$ cat src/rtl/return_stack_ctrl.sv
// Return-address stack controller: push on StW, pop on StR, simultaneous push/pop replaces the top,
// popped PC returned two edges after acceptance, sticky overflow/underflow flags for debug.
module return_stack_ctrl #(
    parameter int ADDR_W = 16,
    parameter int DEPTH  = 8,
    parameter int SP_W   = $clog2(DEPTH) + 1
) (
    input  logic              clk,
    input  logic              rst_n,
    input  logic              push,
    input  logic              pop,
    input  logic [ADDR_W-1:0] push_data,
    input  logic              clear_err,
    output logic              ready,
    output logic [ADDR_W-1:0] pop_data,
    output logic              pop_valid,
    output logic              empty,
    output logic              full,
    output logic [SP_W-1:0]   sp,
    output logic              overflow,
    output logic              underflow
);

    localparam int IDX_W = $clog2(DEPTH);

    typedef enum logic {
        IDLE     = 1'b0,
        POP_WAIT = 1'b1
    } state_t;

    state_t            state;
    logic [ADDR_W-1:0] mem [DEPTH];
    logic [ADDR_W-1:0] hold;

    logic [IDX_W-1:0]  wr_idx;
    logic [IDX_W-1:0]  top_idx;
    logic              accept;
    logic              do_push;
    logic              do_pop;
    logic              do_replace;
    logic              push_on_empty;
    logic              ovf_set;
    logic              unf_set;

    assign ready = (state == IDLE);
    assign empty = (sp == '0);
    assign full  = (sp == SP_W'(DEPTH));

    // DEPTH is a power of two, so the low index bits of sp wrap DEPTH to 0 and top_idx lands on DEPTH-1.
    always_comb begin
        wr_idx        = sp[IDX_W-1:0];
        top_idx       = wr_idx - IDX_W'(1);
        accept        = (state == IDLE);
        do_push       = accept & push & ~pop & ~full;
        ovf_set       = accept & push & ~pop & full;
        do_pop        = accept & pop & ~push & ~empty;
        do_replace    = accept & push & pop & ~empty;
        push_on_empty = accept & push & pop & empty;
        unf_set       = accept & pop & empty;
    end

    always_ff @(posedge clk or negedge rst_n) begin
        if (!rst_n) begin
            state     <= IDLE;
            sp        <= '0;
            hold      <= '0;
            pop_data  <= '0;
            pop_valid <= 1'b0;
            overflow  <= 1'b0;
            underflow <= 1'b0;
            for (int i = 0; i < DEPTH; i++) begin
                mem[i] <= '0;
            end
        end else begin
            pop_valid <= 1'b0;
            overflow  <= ovf_set | (overflow & ~clear_err);
            underflow <= unf_set | (underflow & ~clear_err);

            case (state)
                IDLE: begin
                    if (do_push || push_on_empty) begin
                        mem[wr_idx] <= push_data;
                        sp          <= sp + SP_W'(1);
                    end
                    if (do_pop) begin
                        hold  <= mem[top_idx];
                        sp    <= sp - SP_W'(1);
                        state <= POP_WAIT;
                    end
                    // Replace: the old top is returned and overwritten in the same edge.
                    if (do_replace) begin
                        hold         <= mem[top_idx];
                        mem[top_idx] <= push_data;
                        state        <= POP_WAIT;
                    end
                end
                POP_WAIT: begin
                    pop_data  <= hold;
                    pop_valid <= 1'b1;
                    state     <= IDLE;
                end
                default: state <= IDLE;
            endcase
        end
    end

    sp_in_range: assert property (@(posedge clk) disable iff (!rst_n) sp <= SP_W'(DEPTH));
    valid_is_pulse: assert property (@(posedge clk) disable iff (!rst_n) pop_valid |=> !pop_valid);

endmodule
$ cat config.mk
export PLATFORM = sky130hd
export DESIGN_NAME = return_stack_ctrl
export DESIGN_NICKNAME = d
export VERILOG_FILES = /design/src/rtl/return_stack_ctrl.sv
export SDC_FILE = /design/constraint.sdc
export NUM_CORES = 1
export LEC_CHECK = 0
export BUFFER_PORTS_ARGS = -buffer_cell sky130_fd_sc_hd__buf_2
export CORE_ASPECT_RATIO = 0.8
export CORE_MARGIN = 5
export CORE_UTILIZATION = 65
export CTS_BUF_LIST = sky130_fd_sc_hd__clkbuf_4
export CTS_CLUSTER_DIAMETER = 120
export CTS_CLUSTER_SIZE = 12
export DETAILED_ROUTE_END_ITERATION = 10
export PLACE_DENSITY = 0.87
export SYNTH_ARGS = -nofsm -noshare
export SYNTH_HDL_FRONTEND = slang
export SYNTH_SLANG_ARGS = --single-unit
$ cat constraint.sdc
create_clock -name clk -period 5 [get_ports clk]
set_clock_uncertainty 0.1 [all_clocks]
set_input_delay 0.75 -clock clk [delete_from_list [all_inputs] [get_ports clk]]
set_output_delay 0.75 -clock clk [all_outputs]
set_load 0.02 [all_outputs]
==> flow_summary.rst <==
.. list-table::
   :header-rows: 1

   * - Metric
     - Value
   * - Status
     - completed
   * - Tmin final
     - 3.71 ns
   * - Family with the most delay on the worst path
     - compound AO/OA/AOI/OAI gates
   * - Kind of end point of the critical path
     - flop
   * - Detailed-router iteration count before antenna repair
     - 4
   * - Proportion of power drawn by the clock network
     - 15.5%
   * - Placed wire-length estimate after detailed placement
     - 9860 µm
   * - Placer Congestion
     - 0.813
   * - Leak pwr
     - 0.00393 µW
   * - Top cells by area in the synthesized netlist
     - sky130_fd_sc_hd__dfrtp_1 54%, sky130_fd_sc_hd__mux2_2 18%, sky130_fd_sc_hd__mux2i_1 8.3%
   * - Via count
     - 4719
   * - Leftover overflow at the end of global routing
     - 0
   * - Std cell rows
     - 35
   * - Synth area leader
     - sky130_fd_sc_hd__dfrtp_1
   * - Post-detailed-route wirelength per cell
     - 20.2 µm
   * - Final period util
     - 74.2%
   * - Via count of the first global-routing pass
     - 4926
   * - Critical Setup Path Class
     - reg -> reg
   * - Number of distinct library cells after synthesis
     - 47
   * - Total Wirelength
     - 15600 µm
   * - Fraction of registers with async set or reset after synthesis
     - 100%
   * - Layout area overhead
     - 7.49%
   * - Synth warn
     - 0
   * - Total of endpoints with negative setup slack in the final report
     - 0
   * - # DRC
     - 0
   * - Number of nets in the finished design
     - 638
   * - Ports placed on the boundary
     - 47
   * - Sequential-to-total area share from yosys stat
     - 53.9%
   * - Postcts setup bufs
     - 0
   * - Area fraction in and, or, nand and nor cells after synthesis
     - 5.70%
   * - Initial cell density of the core
     - 66.9%
   * - Final Slew Violations
     - 0
   * - Post-CTS Hold Fix Bufs
     - 0
   * - Adder-Cell Fraction of Synth Area
     - 0.738%
   * - Area fraction in compound gates after synthesis
     - 5.86%
   * - Post-route cell area
     - 8380 µm²
   * - PostCTS Resize Cnt
     - 0
   * - Max-cap violation count
     - 0
   * - Antenna diodes
     - 0
   * - Skew-Pair Late Insertion Delay
     - 0.56 ns
   * - CP startpoint
     - sp[0]$_DFFE_PN0P_
   * - Leading register cell type out of synthesis
     - sky130_fd_sc_hd__dfrtp_1
   * - Slowest CP cell
     - sky130_fd_sc_hd__o31a_1
   * - XOR/XNOR Fraction of Synth Area
     - 0.449%
   * - Setup repair after global routing missed its margin
     - false
   * - Power density cells
     - 699 nW/µm²
   * - Worst Path Required
     - 5.34 ns
   * - Fill cells
     - 733
   * - Leading cell types by count after synthesis
     - 168 x sky130_fd_sc_hd__dfrtp_1, 125 x sky130_fd_sc_hd__mux2_2, 65 x sky130_fd_sc_hd__mux2i_1
   * - Synthesized cell area
     - 7800 µm²
   * - Number of nets produced by synthesis
     - 603
   * - Core box area
     - 11600 µm²
   * - Total Routing Usage GR
     - 23.5%
   * - Transition time of the tightest slew-check pin
     - 1.21 ns
   * - Number of cells traversed by the worst register-to-register path
     - 6
   * - Post-synthesis average cell area
     - 13.5 µm²
   * - Largest incremental delay on the critical path
     - 0.99 ns
   * - Worst path arrival time
     - 4.06 ns
   * - Die Y-Extent
     - 108 µm
   * - Main combinational cell family by area after synthesis
     - multiplexers
   * - Worst slew margin relative to its limit
     - 19.1%
   * - Reg-to-Reg Start
     - sp[0]$_DFFE_PN0P_
   * - Worst path cell trace
     - inv_1 > ha_1 > xor2_1 > nand2_1 > o31a_1 > mux2_2
   * - Maximum clock path buffer count
     - 2
   * - First DRT Iteration DRCs
     - 426
   * - Global-route wire length before repair
     - 26200 µm
   * - Share of final-layout standard cells stronger than drive strength 1
     - 38.2%
   * - Count of buffering cells on the critical path with inverters included
     - 1
   * - Width of the die
     - 132 µm
   * - Post-synthesis mux area share
     - 30.0%
   * - Post-route ant nets
     - 0
   * - Clk sinks
     - 168
   * - Switching Share
     - 38.9%
   * - Critical Path Source Type
     - flop
   * - Post-synth EDFFs
     - 0
   * - Final Hold Vio Count
     - 0
   * - Maximum VDD drop
     - 0.000306 V
   * - Flip-flop and latch count after synthesis
     - 168
   * - Psw
     - 2280 µW
   * - Max H-tree Level
     - 4
   * - Initial antenna violation count
     - 0
   * - Cell Int Power
     - 3580 µW
   * - Share of total power in sequential cells
     - 39.9%
   * - DIE AREA
     - 14300 µm²
   * - RR Endpoint
     - mem[61]$_DFFE_PN0N_
   * - Cts bufs inserted
     - 17
   * - Clock tree from TritonCTS
     - yes
   * - F_max
     - 0.269 GHz
   * - Worst-path maximum fanout
     - 18
   * - Per-cell via count in the routed design
     - 6.10
   * - Clock-pin slew on the worst setup and hold paths
     - 0.14 ns
   * - Most frequently used cell type in the post-synthesis netlist
     - sky130_fd_sc_hd__dfrtp_1
   * - Relative contribution of combinational cells to total power
     - 44.6%
   * - Total placed instance area
     - 8040 µm²
   * - Final TNS setup
     - 0 ns
   * - R2R Setup Slk
     - 1.29 ns
   * - Syn Inst Count
     - 578
   * - # port buffers
     - 46
   * - Class of the most critical hold timing path
     - in -> async
   * - Pin count of the biggest net entering global routing
     - 88
   * - Share of Yosys cell area claimed by the top area cell type
     - 53.9%
   * - Clock tree root buffer cell
     - sky130_fd_sc_hd__clkbuf_4
[per-layer routing]
layer  vias up  track usage (%)  routed length (µm)
li1       2152                -                   -
met3        26             5.49                1000
met4         0             9.05                 267
met1      2422             33.0                7130
met5         -                0                   0
met2       119             36.0                7200
[flip-flops by register name (all words and copies together) (netlist names)]
| register | count |
|---|---|
| pop_valid | 1 |
| state | 1 |
| pop_data | 16 |
| sp | 4 |
| overflow | 1 |
| hold | 16 |
| mem | 128 |
| underflow | 1 |
[cell families (layout without fill, tap and decap cells)]
kind of cell	after synthesis	after routing
simple gates	84	84
fa+ha+maj	4	4
flops	168	168
compound gates	66	66
mux	209	209
buf+inv	43	91
xor+xnor	4	4
[power by group through the flow]
stage / clock [µW] / sequential [µW] / combinational [µW]
final: 910 / 2340 / 2610
after global routing: 980 / 2420 / 2830
after CTS: 929 / 2330 / 2610
after detailed placement: 0 / 2360 / 2590
after global placement: 0 / 2300 / 2500
after floorplan: 0 / 2350 / 1910
[final cells by class]
class / count / area (µm²) / share of cell area [%]
Clock inverter: 14 / 208 / 2.48
Clock buffer: 18 / 135 / 1.61
Timing Repair Buffer: 52 / 282 / 3.36
Sequential cell: 168 / 4210 / 50.2
Tap cell: 148 / 185 / 2.21
Multi-Input combinational cell: 367 / 3340 / 39.8
Inverter: 7 / 26.3 / 0.313
[placed cells by master (no fill, tap or decap), types with 16 or more instances in the layout]
cell and instances:
sky130_fd_sc_hd__clkbuf_4 18, sky130_fd_sc_hd__mux2_4 19, sky130_fd_sc_hd__nor2b_1 16, sky130_fd_sc_hd__mux2_2 125
sky130_fd_sc_hd__nor2_1 35, sky130_fd_sc_hd__o22ai_1 33, sky130_fd_sc_hd__mux2i_1 65, sky130_fd_sc_hd__a21oi_1 18
sky130_fd_sc_hd__buf_2 45, sky130_fd_sc_hd__dfrtp_1 167
[metrics by stage]
stage	power (µW)	setup WS, ns	instances	utilization, %	hold slack (ns)
floorplan	4260	1.61	578	-	0.255
detailed placement	4960	1.40	742	69.0	0.371
global route	6230	1.18	774	72.0	0.152
CTS	5870	1.32	774	72.0	0.135
global placement	4800	1.54	742	69.0	0.362
finish	5860	1.29	774	72.0	0.123
[worst max path at each step]
stage,slack (ns),to,depth (start not counted)
after floorplan,1.61,sp[3]$_DFFE_PN0P_,15
after global placement,1.54,mem[55]$_DFFE_PN0N_,6
after detailed placement,1.40,mem[53]$_DFFE_PN0N_,6
after CTS,1.32,mem[61]$_DFFE_PN0N_,6
after global routing,1.18,mem[63]$_DFFE_PN0N_,6
final,1.29,mem[61]$_DFFE_PN0N_,6
Note: power is estimated with default switching activity, not from simulation.
